--- config.mk ---
export PLATFORM = sky130hd
export DESIGN_NAME = tmds_word_aligner
export DESIGN_NICKNAME = d
export VERILOG_FILES = /design/src/rtl/tmds_word_aligner.sv
export SDC_FILE = /design/constraint.sdc
export NUM_CORES = 1
export LEC_CHECK = 0
export CORE_AREA = 5 5 77 150
export CTS_BUF_LIST = sky130_fd_sc_hd__clkbuf_4 sky130_fd_sc_hd__clkbuf_8
export CTS_CLUSTER_SIZE = 12
export DETAILED_ROUTE_END_ITERATION = 16
export DIE_AREA = 0 0 82 155
export GPL_ROUTABILITY_DRIVEN = 0
export HOLD_SLACK_MARGIN = 0.15
export PLACE_DENSITY = 0.55
export SLEW_MARGIN = 20
export SYNTH_ARGS = -nofsm -noshare
export SYNTH_HDL_FRONTEND = slang
export SYNTH_SLANG_ARGS = --single-unit
export TNS_END_PERCENT = 30
--- constraint.sdc ---
create_clock -name clk -period 10.1 [get_ports clk]
set_clock_uncertainty 0.05 [all_clocks]
set_input_delay 2.02 -clock clk [delete_from_list [all_inputs] [get_ports clk]]
set_output_delay 2.02 -clock clk [all_outputs]
set_load 0.03 [all_outputs]
--- src/rtl/tmds_word_aligner.sv ---
// TMDS symbol aligner: hunts for control-token runs across the 10 bit offsets and locks onto the symbol boundary.
// Define TMDS_ALIGN_STATS_EN to add the saturating lock_loss_cnt output.
module tmds_word_aligner #(
    parameter int RUN_LEN       = 8,
    parameter int LOCK_RUNS     = 4,
    parameter int SEARCH_CYCLES = 2048,
    parameter int LOSS_CYCLES   = 1048576
) (
    input  logic       clk,
    input  logic       resetn,
    input  logic [9:0] raw_in,
    output logic [9:0] word_out,
    output logic [1:0] ctrl_out,
    output logic       is_ctrl,
    output logic       locked,
    output logic [3:0] offset
`ifdef TMDS_ALIGN_STATS_EN
    ,
    output logic [7:0] lock_loss_cnt
`endif
);

    // state  | meaning
    // SEARCH | dwell at current offset waiting for a first token run
    // VERIFY | collecting LOCK_RUNS runs at this offset, gaps bounded by dwell
    // LOCKED | aligned; dropped after LOSS_CYCLES without a completed run
    typedef enum logic [1:0] {SEARCH, VERIFY, LOCKED} state_t;

    localparam int RUN_W   = $clog2(RUN_LEN + 1);
    localparam int RUNS_W  = $clog2(LOCK_RUNS + 1);
    localparam int DWELL_W = $clog2(SEARCH_CYCLES);
    localparam int LOSS_W  = $clog2(LOSS_CYCLES);

    localparam logic [RUN_W-1:0]   RUN_FULL   = RUN_W'(RUN_LEN);
    localparam logic [RUN_W-1:0]   RUN_LAST   = RUN_W'(RUN_LEN - 1);
    localparam logic [RUNS_W-1:0]  RUNS_LAST  = RUNS_W'(LOCK_RUNS - 1);
    localparam logic [DWELL_W-1:0] DWELL_LAST = DWELL_W'(SEARCH_CYCLES - 1);
    localparam logic [LOSS_W-1:0]  LOSS_LAST  = LOSS_W'(LOSS_CYCLES - 1);

    state_t              state, state_n;
    logic [9:0]          raw_prev;
    logic [9:0]          cand;
    logic                tok;
    logic [1:0]          cand_ctrl;
    logic                run_done;
    logic                run_clr;
    logic [3:0]          offset_n, offset_inc;
    logic [RUN_W-1:0]    run_cnt, run_cnt_n;
    logic [RUNS_W-1:0]   runs_cnt, runs_n;
    logic [DWELL_W-1:0]  dwell_cnt, dwell_n;
    logic [LOSS_W-1:0]   loss_cnt, loss_n;

    assign cand       = 10'({raw_in, raw_prev} >> offset);
    assign offset_inc = (offset == 4'd9) ? 4'd0 : offset + 4'd1;
    assign run_done   = tok && (run_cnt == RUN_LAST);

    always_comb begin
        tok       = 1'b1;
        cand_ctrl = 2'b00;
        case (cand)
            10'h354: cand_ctrl = 2'b00;
            10'h0AB: cand_ctrl = 2'b01;
            10'h154: cand_ctrl = 2'b10;
            10'h2AB: cand_ctrl = 2'b11;
            default: tok = 1'b0;
        endcase
    end

    always_comb begin
        state_n  = state;
        offset_n = offset;
        dwell_n  = dwell_cnt;
        runs_n   = runs_cnt;
        loss_n   = loss_cnt;
        run_clr  = 1'b0;
        case (state)
            SEARCH: begin
                // a run landing on the expiry cycle takes priority over stepping
                if (run_done) begin
                    state_n = VERIFY;
                    runs_n  = RUNS_W'(1);
                    dwell_n = '0;
                end else if (dwell_cnt == DWELL_LAST) begin
                    offset_n = offset_inc;
                    dwell_n  = '0;
                    run_clr  = 1'b1;
                end else begin
                    dwell_n = dwell_cnt + DWELL_W'(1);
                end
            end
            VERIFY: begin
                if (run_done) begin
                    dwell_n = '0;
                    if (runs_cnt == RUNS_LAST) begin
                        state_n = LOCKED;
                        runs_n  = '0;
                        loss_n  = '0;
                    end else begin
                        runs_n = runs_cnt + RUNS_W'(1);
                    end
                end else if (dwell_cnt == DWELL_LAST) begin
                    state_n  = SEARCH;
                    offset_n = offset_inc;
                    dwell_n  = '0;
                    runs_n   = '0;
                    run_clr  = 1'b1;
                end else begin
                    dwell_n = dwell_cnt + DWELL_W'(1);
                end
            end
            LOCKED: begin
                if (run_done) begin
                    loss_n = '0;
                end else if (loss_cnt == LOSS_LAST) begin
                    state_n = SEARCH;
                    loss_n  = '0;
                    dwell_n = '0;
                    runs_n  = '0;
                    run_clr = 1'b1;
                end else begin
                    loss_n = loss_cnt + LOSS_W'(1);
                end
            end
            default: state_n = SEARCH;
        endcase
    end

    always_comb begin
        run_cnt_n = run_cnt;
        if (run_clr || !tok) begin
            run_cnt_n = '0;
        end else if (run_cnt != RUN_FULL) begin
            run_cnt_n = run_cnt + RUN_W'(1);
        end
    end

    always_ff @(posedge clk) begin
        if (!resetn) begin
            state     <= SEARCH;
            offset    <= 4'd0;
            run_cnt   <= '0;
            runs_cnt  <= '0;
            dwell_cnt <= '0;
            loss_cnt  <= '0;
            raw_prev  <= '0;
            word_out  <= '0;
            ctrl_out  <= '0;
            is_ctrl   <= 1'b0;
            locked    <= 1'b0;
        end else begin
            state     <= state_n;
            offset    <= offset_n;
            run_cnt   <= run_cnt_n;
            runs_cnt  <= runs_n;
            dwell_cnt <= dwell_n;
            loss_cnt  <= loss_n;
            raw_prev  <= raw_in;
            word_out  <= cand;
            ctrl_out  <= cand_ctrl;
            is_ctrl   <= tok;
            locked    <= (state_n == LOCKED);
        end
    end

`ifdef TMDS_ALIGN_STATS_EN
    always_ff @(posedge clk) begin
        if (!resetn) begin
            lock_loss_cnt <= '0;
        end else if (state == LOCKED && state_n == SEARCH && lock_loss_cnt != 8'hFF) begin
            lock_loss_cnt <= lock_loss_cnt + 8'd1;
        end
    end
`endif

endmodule

Word-level counts from Yosys, hierarchy flattened
Index checks and enable logic that the tools add are counted.
{"block": "classes", "shift": 1, "n_eq_ne": 19, "n_addsub": 5, "bitwise": 2, "reduce_logical": 14, "n_mux": 32}
{"op": "2-to-1 mux 20 bit", "n": 4}
{"op": "2-to-1 mux 11 bit", "n": 4}
{"op": "one-hot mux 20 bit (2 select lines)", "n": 1}
{"op": "one-hot mux 11 bit (2 select lines)", "n": 1}
{"op": "adder 20 x 1 -> 20 bit, second input constant", "n": 1}
{"op": "== test 10 bit, second input constant", "n": 2}
{"op": "== test 20 bit, second input constant", "n": 1}
{"op": "right shift 20 x 4 -> 10 bit", "n": 1}
{"op": "2-to-1 mux 3 bit", "n": 6}
{"op": "2-to-1 mux 2 bit", "n": 6}
{"op": "one-hot mux 2 bit (3 select lines)", "n": 2}
{"op": "adder 11 x 1 -> 11 bit, second input constant", "n": 1}
{"op": "== test 11 bit, second input constant", "n": 1}
{"op": "== test 10 x 8 -> 1 bit, second input constant", "n": 1}
{"op": "== test 10 x 9 -> 1 bit, second input constant", "n": 1}
{"op": "!= test 2 bit, second input constant", "n": 5}
{"op": "one-hot mux 3 bit (3 select lines)", "n": 1}
{"op": "AND reduction 3 bit", "n": 3}
{"op": "adder 4 x 1 -> 4 bit, second input constant", "n": 2}
{"op": "2-to-1 mux 1 bit", "n": 5}
{"op": "AND reduction 5 bit", "n": 1}
{"op": "== test 2 bit, second input constant", "n": 2}
{"op": "== test 4 x 3 -> 1 bit, second input constant", "n": 1}
{"op": "== test 4 bit, second input constant", "n": 1}
{"op": "16 further kinds", "n": 19}
{"block": "totals", "regBits": 68, "elab_cells": 84, "inputBits": 12, "out_inout_bits": 18}

Depth between registers and ports, before layout
Gate-level depths: netlist (run 1).
{"block": "logic_depth", "depth_word": 9, "depth_mapped": 14, "mapped_depth_nobuf": 10}

Worst setup path before layout (run 1)
No wires, ideal clock.
{"block": "synth_path", "kind": "input port to flip-flop", "from": "input raw_in[0]", "to": "register runs_cnt[0]", "setup_slack_ns": 5.041, "n_path_buf": 1, "required_time_ns": 9.928, "stages": 9, "setup_ns": 0.122, "arrival_ns": 4.888, "path_cell_list": "mux4_1 > mux4_2 > or3_1 > or4_4 > a21oi_4 > buf_4 > nor2_1 > a311o_1 > o311a_1"}
{"block": "synth_via", "elab_chain_len": 7, "elab_cells_between_ends": 14, "classes_between": "7 x eq/ne; 1 x shift; 3 x mux; 3 x reduce/logical"}
{"item": "from (decl)", "line_no": "11", "rtl": "input logic [9:0] raw_in,"}
{"item": "right shift 20 x 4 -> 10 bit (*)", "line_no": "53", "rtl": "assign cand = 10'({raw_in, raw_prev} >> offset);"}
{"item": "== test 10 bit, or another cell as far along", "line_no": "60", "rtl": "case (cand)"}
{"item": "OR reduction 4 bit (no line) (*)"}
{"item": "2-to-1 mux 1 bit (*)", "line_no": "60"}
{"item": "logical AND 1 bit (*)", "line_no": "55", "rtl": "assign run_done = tok && (run_cnt == RUN_LAST);"}
{"item": "!= test 3 bit (no line), or another cell as far along"}
{"item": "AND reduction 5 bit (no line) or one-hot mux 3 bit (3 select lines) (tied branches)"}
{"item": "to (signal assigned)", "line_no": "154", "rtl": "runs_cnt <= runs_n;"}
{"item": "to (decl)", "line_no": "49", "rtl": "logic [RUNS_W-1:0] runs_cnt, runs_n;"}
Mark *: on every way between the ends. The rest lies on a longest branch, timed or not.
A chain may end at the register's enable or synchronous reset.

Worst setup path in the final report (run 1)
{"block": "layout_path", "from": "input raw_in[0]", "to": "register loss_cnt[15]"}
{"block": "layout_via", "elab_chain_len": 7, "elab_cells_between_ends": 12, "classes_between": "5 x eq/ne; 1 x shift; 3 x mux; 3 x reduce/logical"}
{"item": "right shift 20 x 4 -> 10 bit (*)", "line_no": "53"}
{"item": "== test 10 bit, or another cell as far along", "line_no": "60"}
{"item": "OR reduction 4 bit (no line) (*)"}
{"item": "2-to-1 mux 1 bit (*)", "line_no": "60"}
{"item": "logical AND 1 bit (*)", "line_no": "55"}
{"item": "2-to-1 mux 20 bit or != test 2 bit (tied branches)"}
{"item": "one-hot mux 20 bit (2 select lines) or AND reduction 3 bit (tied branches)"}
{"item": "to (signal assigned)", "line_no": "156", "rtl": "loss_cnt <= loss_n;"}
{"item": "to (decl)", "line_no": "51", "rtl": "logic [LOSS_W-1:0] loss_cnt, loss_n;"}
Marked as above.

==> impl_metrics.tcl, run 1 <==
set metrics [dict create \
    hp-class "reg -> reg" \
    synth-edff-count 0 \
    timing.setup.tns_ns 0 \
    detailedPlacementHpwl_mm 6.29 \
    cts.sinks 68 \
    drtIter0Drc 195 \
    power_density_mw_per_mm2 120 \
    share_of_the_clock_period_used_by_the_worst_path_after_layout_pct 65.4 \
    layout_commonest_cell "dfxtp_1" \
    ys_async_sr_fraction_pct 0 \
    criticalPathCategory "in -> reg" \
    numCtsBuffers 9 \
    peakVddDrop_uv 71.9 \
    hold_viol 0 \
    portBuffers 29 \
    synth.yosys.seq_area_share_pct 34.2 \
    cell_types_occupying_the_most_area_after_synthesis "dfxtp_1 34%, mux4_2 9.1%, mux2i_1 5.5%" \
    area_of_all_placed_cells_without_fillers_mm2 0.00453 \
    drt_pre_antenna_iters 5 \
    multi_input_comb_area_mm2 0.00242 \
    syn-instance-count 453 \
    post_cts.repair.setup_buffers 0 \
    worst-slew-pin-transition_ns 1.00 \
    dpl_cell_area_mm2 0.00433 \
    chip_width_um 82 \
    grt_pass1_vias 3175 \
    worst-path-max-fanout 43 \
    synth_largest_area_cell "dfxtp_1" \
    num_rows 53 \
    holdBufCountCts 0 \
    start_kind "input port" \
    synth.distinct_cells 58 \
    die_height_um 155 \
    timing.fmax_ghz 0.151 \
    layout.cells.most_common_list "68 x dfxtp_1, 33 x a21oi_1, 32 x nor2_1" \
    vias_per_cell 5.55 \
    max_cap_violations 0 \
    yosysWarningCount 0 \
    worstSkewPairLatency_ns 0.35 \
    synth_seq_cells 68 \
    synth_ff_type "dfxtp_1" \
    antenna_found_initial 0 \
    ant_nets 0 \
    number_of_slew_limit_violations_in_the_final_report 0 \
    drcViolationCount 0 \
    drt_wl_total_mm 9.27 \
    nets 488 \
    synth_top_area_share_pct 34.2 \
    max_stage_delay_ns 0.80 \
    floorplan.die_area_mm2 0.0127 \
    antenna_cells_inserted 0 \
    worstPathCellList "clkdlybuf4s50_1 > mux4_1 > mux4_2 > or3_1 > or4_4 > a21oi_4 > a31oi_2 > or4_1 > a21oi_1" \
    slew_headroom_pct 32.8 \
    overall_via_count_from_detail_route 3366 \
    synth.net_count 475 \
    final-seq-area_mm2 0.00136 \
    globalRouteOverflowTotal 0 \
    grt_first_pass_wirelength_mm 15.6 \
    power.static_leakage_nw 1.61 \
    cp.buffers_inverters 1 \
    final.fill_count 1065 \
    clk_path_buf_depth 2 \
    start_util_pct 38.5 \
    tritoncts "built" \
    final-setup-viol-count 0 \
    worstPathArrival_ns 6.83 \
    timing.critical_path.required_ns 10.33 \
    synth.cell_area_mm2 0.00398 \
    crit_family "simple AND/OR/NAND/NOR gates" \
    critPathSlowestCell "a21oi_4" \
    syn-mean-instance-area_um2 8.79 \
    num_io_pins 30 \
    global_route.usage.total_pct 15.6 \
    grt_setup_unrepaired "no" \
    detail_route.wl_per_cell_um 15.3 \
    post_cts_resized 0 \
    core_area_mm2 0.0103 \
    post-route-min-period_ns 6.60 \
    drive_gt1_share_pct 10.4 \
    maximum_number_of_pins_on_one_net_before_global_route_repair 44 \
    status "finished, final reports clean" \
    htree_num_levels 3 \
    worst_setup_hold_path_clk_slew_ns 0.07 \
    cts_root_buf "clkbuf_8" \
    cp-end-kind "flop" \
    flow.area_growth_from_synthesis_pct 13.7 \
]
## tightest hold or removal path, cell delays in order, from the launching register on
cell     delay (ns)
dfxtp_1        0.32
nand2_1        0.06
a21oi_1        0.03
## final timing paths
check | startpoint | end | slack (ns) | depth (start not counted)
min reg2reg | runs_cnt[2] | runs_cnt[2] | 0.40 | 2
min | runs_cnt[2] | runs_cnt[2] | 0.40 | 2
max | raw_in[0] | loss_cnt[15] | 3.50 | 9
max reg2reg | offset[3] | loss_cnt[15] | 4.78 | 8
## stage by stage
step	cells	hold slack [ns]	util (%)	total power [mW]	worst slack, ns
after global routing	606	0.424	43.8	0.565	3.19
after global placement	592	0.376	41.9	0.322	3.21
final	606	0.396	43.8	0.541	3.50
after floorplan	453	0.362	-	0.305	5.04
after CTS	606	0.392	43.8	0.552	3.51
after detailed placement	592	0.380	41.9	0.321	3.15
## logic make-up after synthesis
group / count (synthesis) / share of synthesized area (%)
AND/OR/NAND/NOR: 185 / 25.5
buffers and inverters: 47 / 5.03
XOR/XNOR: 4 / 0.880
flip-flops: 68 / 34.2
multiplexers: 42 / 16.1
AO/OA/AOI/OAI: 97 / 15.2
adder cells (fa/ha/maj): 10 / 3.14
## area by class of cell
type,count,area share [%]
flip-flops and latches,68,30.1
clock buffers,12,3.51
multi-input cells,338,53.5
inverters,16,1.33
well taps,137,3.79
clock inverters,2,0.774
repair buffers,33,7.08
## cell usage after synthesis, types with 2 or more instances
cell type and instances:
o31ai_1 4, xnor2_1 3, o21ai_0 29, nor4b_1 2, a211oi_1 4, nand3_1 17
nor2b_1 4, mux4_2 16, a211o_1 3, nand2_1 28, buf_4 2, or3_1 9
inv_1 13, clkinv_1 3, clkbuf_1 20, nor2_1 32, or3b_2 2, and2_1 19
nor3b_1 2, nor3_1 13, mux2_2 3, o311ai_0 2, nand2b_1 5, nor4_1 10
o21a_1 3, nand3b_1 5, a21oi_1 33, ha_1 10, a31oi_1 3, dfxtp_1 68
a22oi_1 3, and3_1 16, or4_1 7, o211ai_1 2, nand4_1 5, or2_2 4
mux2i_1 22, buf_2 7
## layer usage
| layer | vias up | track usage (%) | routed length [um] | share of wire [%] |
|---|---|---|---|---|
| met3 | 10 | 3.77 | 311 | 3.4 |
| met1 | 1611 | 22.7 | 4410 | 48 |
| li1 | 1694 | - | - | - |
| met4 | 0 | 6.50 | 127 | 1.4 |
| met5 | - | 0 | 0 | 0 |
| met2 | 51 | 21.8 | 4430 | 48 |
## sequential cells by signal, indices dropped and copies added, names as in the netlist
| signal | count |
|---|---|
| runs_cnt | 3 |
| is_ctrl | 1 |
| loss_cnt | 20 |
| ctrl_out | 2 |
| dwell_cnt | 11 |
| state | 2 |
| word_out | 10 |
| locked | 1 |
| raw_prev | 10 |
| offset | 4 |
| run_cnt | 4 |
## report_power, final
| part | switching, mW | internal (mW) |
|---|---|---|
| Clock | 0.0983 | 0.127 |
| Sequential | 0.00271 | 0.273 |
| Combinational | 0.0213 | 0.0186 |
| Total | 0.122 | 0.419 |
No activity file was read; power rests on OpenSTA's default activity.
==> inputs of run 2 (changes only) <==
Clock period 10.1 ns to 6.45 ns, I/O delays scaled along.
==> impl_metrics.tcl, run 2 (synthesized netlist as in run 1, its figures left out) <==
set metrics [dict create \
    setup_ws_post_layout_ns 1.16 \
    clk_path_buf_depth 2 \
    ant_nets 0 \
    number_of_slew_limit_violations_in_the_final_report 0 \
    overall_via_count_from_detail_route 3399 \
    holdBufCountCts 0 \
    final-seq-area_mm2 0.00136 \
    largest_register_ffs 20 \
    start_util_pct 38.5 \
    timing.setup.tns_ns 0 \
    antenna_cells_inserted 0 \
    share_of_the_clock_period_used_by_the_worst_path_after_layout_pct 82.0 \
    layout.cells.most_common_list "68 x dfxtp_1, 33 x a21oi_1, 32 x nor2_1" \
    worst_hold_path.num_cells 2 \
    hold_viol 0 \
    worst_setup_hold_path_clk_slew_ns 0.07 \
    cts.sinks 68 \
    internal_power_mw 0.622 \
    chip_width_um 82 \
    nets 490 \
    post_cts.repair.setup_buffers 0 \
    core_area_mm2 0.0103 \
    hold_path.startpoint "runs_cnt[2]" \
    slew_headroom_pct 41.8 \
    post-route-min-period_ns 5.29 \
    drcViolationCount 0 \
    worst_r2r_path_depth 10 \
    sw_frac_of_total_pct 23.4 \
    tritoncts "built" \
    portBuffers 29 \
    global_route.usage.total_pct 15.9 \
    worst-slew-pin-transition_ns 0.871 \
    worstSkewPairLatency_ns 0.35 \
    grt_first_pass_wirelength_mm 15.9 \
    layout_commonest_cell "dfxtp_1" \
    multi_input_comb_area_mm2 0.00242 \
    floorplan.die_area_mm2 0.0127 \
    largest_register "loss_cnt" \
    cts_root_buf "clkbuf_8" \
    drive_gt1_share_pct 11.0 \
    power_density_mw_per_mm2 180 \
    area_of_all_placed_cells_without_fillers_mm2 0.00452 \
    start_kind "input port" \
    htree_num_levels 3 \
    dpl_cell_area_mm2 0.00435 \
    detailedPlacementHpwl_mm 6.50 \
    criticalPathCategory "in -> reg" \
    worstPathArrival_ns 5.47 \
    post_cts_resized 0 \
    grt_setup_unrepaired "no" \
    layout_top_registers "loss_cnt: 20 flops, dwell_cnt: 11 flops" \
    hp-class "reg -> reg" \
    peakVddDrop_uv 131 \
    final.fill_count 1032 \
    max_stage_delay_ns 0.61 \
    p_clk_share_pct 39.2 \
    final-setup-viol-count 0 \
    cp-end-kind "flop" \
    num_rows 53 \
    flow.area_growth_from_synthesis_pct 13.6 \
    detail_route.wl_per_cell_um 15.5 \
    antenna_found_initial 0 \
    timing.fmax_ghz 0.189 \
    drtIter0Drc 258 \
    power.static_leakage_nw 1.61 \
    drt_wl_total_mm 9.43 \
    dp_slack_ns 0.812 \
    numCtsBuffers 9 \
    vias_per_cell 5.58 \
    drt_pre_antenna_iters 4 \
    sequential_share_of_power_pct 53.2 \
    worst-path-max-fanout 20 \
    crit_reg_reg_startpoint "offset[1]" \
    maximum_number_of_pins_on_one_net_before_global_route_repair 37 \
    worst_setup_path_startpoint "raw_in[0]" \
    p_switching_mw 0.191 \
    num_io_pins 30 \
    status "finished, final reports clean" \
    critPathSlowestCell "mux4_1" \
    grt_pass1_vias 3203 \
    die_height_um 155 \
    globalRouteOverflowTotal 0 \
    timing.critical_path.required_ns 6.63 \
    max_cap_violations 0 \
    worstPathCellList "clkdlybuf4s50_1 > mux4_1 > mux4_2 > or3_1 > or4_4 > a21oi_4 > a31oi_2 > buf_4 > o21ai_2 > nor2_1" \
    comb_power_share_pct 7.6 \
]
## run 2: cell count changes in the layout (fill, tap and decap cells not counted)
cell / previous run / this run
buf_4: 4 / 6
bufinv_16: 1 / 0
clkbuf_4: 1 / 2
clkinv_2: 1 / 2
## run 2: per-stage QoR
stage	hold WS (ns)	power [mW]	cells	utilization, %
finish	0.389	0.813	609	43.7
floorplan	0.362	0.477	453	-
detailed placement	0.376	0.503	594	42.0
CTS	0.387	0.829	609	43.7
global route	0.401	0.850	609	43.7
global placement	0.376	0.504	594	42.0
## run 2: path summary, 6_finish.rpt
path | end | slack (ns)
min | runs_cnt[2] | 0.39
min reg2reg | runs_cnt[2] | 0.39
max | loss_cnt[1] | 1.16
max reg2reg | loss_cnt[1] | 1.48
## run 2: routing by layer
layer / share of wire [%] / vias to the layer above / track usage (%)
met4: 1.5 / 0 / 5.94
met2: 48 / 81 / 24.0
met5: 0 / - / 0
met1: 45 / 1605 / 22.1
met3: 5.4 / 10 / 3.30
li1: - / 1703 / -
## run 2: worst max-delay path: cells and delay by family
family / cells / cell delay, ns
buffers and inverters: 2 / 0.83
AND/OR/NAND/NOR: 3 / 1.04
multiplexers: 2 / 1.12
AO/OA/AOI/OAI: 3 / 1.17
## run 2: area by class of cell
cell class,count,share of cell area [%]
Clock buffer,13,3.68
Clock inverter,2,0.221
Inverter,16,1.33
Multi-Input combinational cell,338,53.5
Sequential cell,68,30.1
Tap cell,137,3.79
Timing Repair Buffer,35,7.41
## run 2: power groups by stage
stage | clock (mW) | sequential (mW) | combinational, mW
after global placement | 0 | 0.442 | 0.0627
after global routing | 0.349 | 0.433 | 0.0677
final | 0.318 | 0.432 | 0.0621
after floorplan | 0 | 0.445 | 0.0322
after CTS | 0.335 | 0.432 | 0.0623
after detailed placement | 0 | 0.441 | 0.0617
==> inputs of run 3 (changes only) <==
Settings changed: PLACE_DENSITY 0.55 to 0.57.
Clock period 6.45 ns to 4.7 ns, I/O delays scaled along.
==> impl_metrics.tcl, run 3 (synthesized netlist as in run 1, its figures left out) <==
set metrics [dict create \
    status "finished, final reports clean" \
    post_cts_resized 0 \
    max_cap_violations 0 \
    largest_register "loss_cnt" \
    largest_register_ffs 20 \
    floorplan.die_area_mm2 0.0127 \
    sw_frac_of_total_pct 22.4 \
    final.fill_count 1070 \
    final-setup-viol-count 0 \
    slew_headroom_pct 55.7 \
    vias_per_cell 5.46 \
    flow.area_growth_from_synthesis_pct 19.9 \
    worst_r2r_path_depth 10 \
    antenna_cells_inserted 0 \
    clk_path_buf_depth 2 \
    antenna_found_initial 0 \
    numCtsBuffers 9 \
    start_util_pct 38.5 \
    worst_setup_hold_path_clk_slew_ns 0.07 \
    hold_path.startpoint "runs_cnt[2]" \
    internal_power_mw 0.958 \
    maximum_number_of_pins_on_one_net_before_global_route_repair 37 \
    peakVddDrop_uv 164 \
    globalRouteOverflowTotal 0 \
    worst-slew-pin-transition_ns 0.663 \
    post_cts.repair.setup_buffers 0 \
    holdBufCountCts 0 \
    num_io_pins 30 \
    sequential_share_of_power_pct 48.0 \
    layout.cells.most_common_list "68 x dfxtp_1, 33 x a21oi_1, 32 x nor2_1" \
    cts_root_buf "clkbuf_8" \
    tritoncts "built" \
    grt_pass1_vias 3391 \
    drt_pre_antenna_iters 4 \
    nets 515 \
    grt_first_pass_wirelength_mm 16.3 \
    layout_commonest_cell "dfxtp_1" \
    core_area_mm2 0.0103 \
    p_clk_share_pct 44.3 \
    drtIter0Drc 201 \
    timing.setup.tns_ns 0 \
    comb_power_share_pct 7.7 \
    number_of_slew_limit_violations_in_the_final_report 0 \
    timing.fmax_ghz 0.232 \
    detailedPlacementHpwl_mm 6.85 \
    final-seq-area_mm2 0.00136 \
    ant_nets 0 \
    worstPathArrival_ns 4.50 \
    start_kind "input port" \
    criticalPathCategory "in -> reg" \
    drive_gt1_share_pct 15.7 \
    die_height_um 155 \
    hold_viol 0 \
    worstHoldEndpoint "runs_cnt[2]" \
    cts.sinks 68 \
    power.static_leakage_nw 1.76 \
    overall_via_count_from_detail_route 3467 \
    grt_setup_unrepaired "no" \
    timing.critical_path.required_ns 4.89 \
    htree_num_levels 3 \
    portBuffers 29 \
    share_of_the_clock_period_used_by_the_worst_path_after_layout_pct 91.7 \
    drt_wl_total_mm 9.62 \
    hp-class "reg -> reg" \
    p_switching_mw 0.276 \
    worstSkewPairLatency_ns 0.35 \
    utilization_pct 46.1 \
    num_rows 53 \
    crit_reg_reg_startpoint "offset[1]" \
    multi_input_comb_area_mm2 0.00242 \
    worst-path-max-fanout 20 \
    layout_top_registers "loss_cnt: 20 flops, dwell_cnt: 11 flops" \
    cp-end-kind "flop" \
    power_density_mw_per_mm2 258 \
    reg2reg_setup_slack_ns 0.47 \
    final.hold.worst_slack_ns 0.395 \
    r2r-end "runs_cnt[0]" \
    chip_width_um 82 \
    drcViolationCount 0 \
    post-route-min-period_ns 4.31 \
    worst_hold_path.num_cells 2 \
    detail_route.wl_per_cell_um 15.1 \
    global_route.usage.total_pct 16.3 \
]
run 3: per-layer routing:
| metal | wire length, um | up-vias | GRT usage, % |
|---|---|---|---|
| met5 | 0 | - | 0 |
| li1 | - | 1748 | - |
| met1 | 4680 | 1638 | 23.5 |
| met3 | 372 | 11 | 2.14 |
| met2 | 4370 | 70 | 23.7 |
| met4 | 199 | 0 | 7.84 |
run 3: worst max path at each step:
stage | from | endpoint | slack (ns) | cells past startpoint
floorplan | raw_in[0] | runs_cnt[0] | 0.72 | 9
global placement | raw_in[0] | runs_cnt[0] | 0.07 | 10
detailed placement | raw_in[0] | runs_cnt[0] | 0.03 | 10
CTS | raw_in[4] | runs_cnt[0] | 0.41 | 10
global route | raw_in[0] | locked | 0.23 | 10
finish | raw_in[0] | runs_cnt[0] | 0.39 | 10
run 3: power groups by stage:
stage	Clock [mW]	Sequential, mW	Combinational (mW)
floorplan	0	0.611	0.0442
global placement	0	0.605	0.0947
detailed placement	0	0.605	0.0938
CTS	0.563	0.592	0.0947
global route	0.587	0.593	0.103
finish	0.547	0.592	0.0946
run 3: worst max-delay path, stage by stage:
cell,delay (ns)
clkdlybuf4s50_1,0.42
mux4_1,0.58
mux4_2,0.53
or3_1,0.39
or4_4,0.57
a21oi_4,0.18
buf_4,0.25
nor2_1,0.08
a311o_1,0.27
o311a_1,0.28
run 3: area by class of cell:
| class | instances | area share [%] |
|---|---|---|
| tap | 137 | 3.59 |
| clock buffer | 12 | 3.20 |
| clock inverter | 4 | 1.52 |
| sequential | 68 | 28.5 |
| inverter | 16 | 1.26 |
| multi-input combinational | 338 | 50.7 |
| timing repair buffer | 60 | 11.2 |
run 3: per-stage QoR:
stage	area, um2	setup WS (ns)	total power [mW]	std cells
6_report	4770	0.389	1.23	635
2_1_floorplan	3980	0.721	0.655	453
5_1_grt	4770	0.233	1.28	635
3_3_place_gp	4550	0.0726	0.700	619
4_1_cts	4770	0.408	1.25	635
3_5_place_dp	4550	0.0347	0.699	619
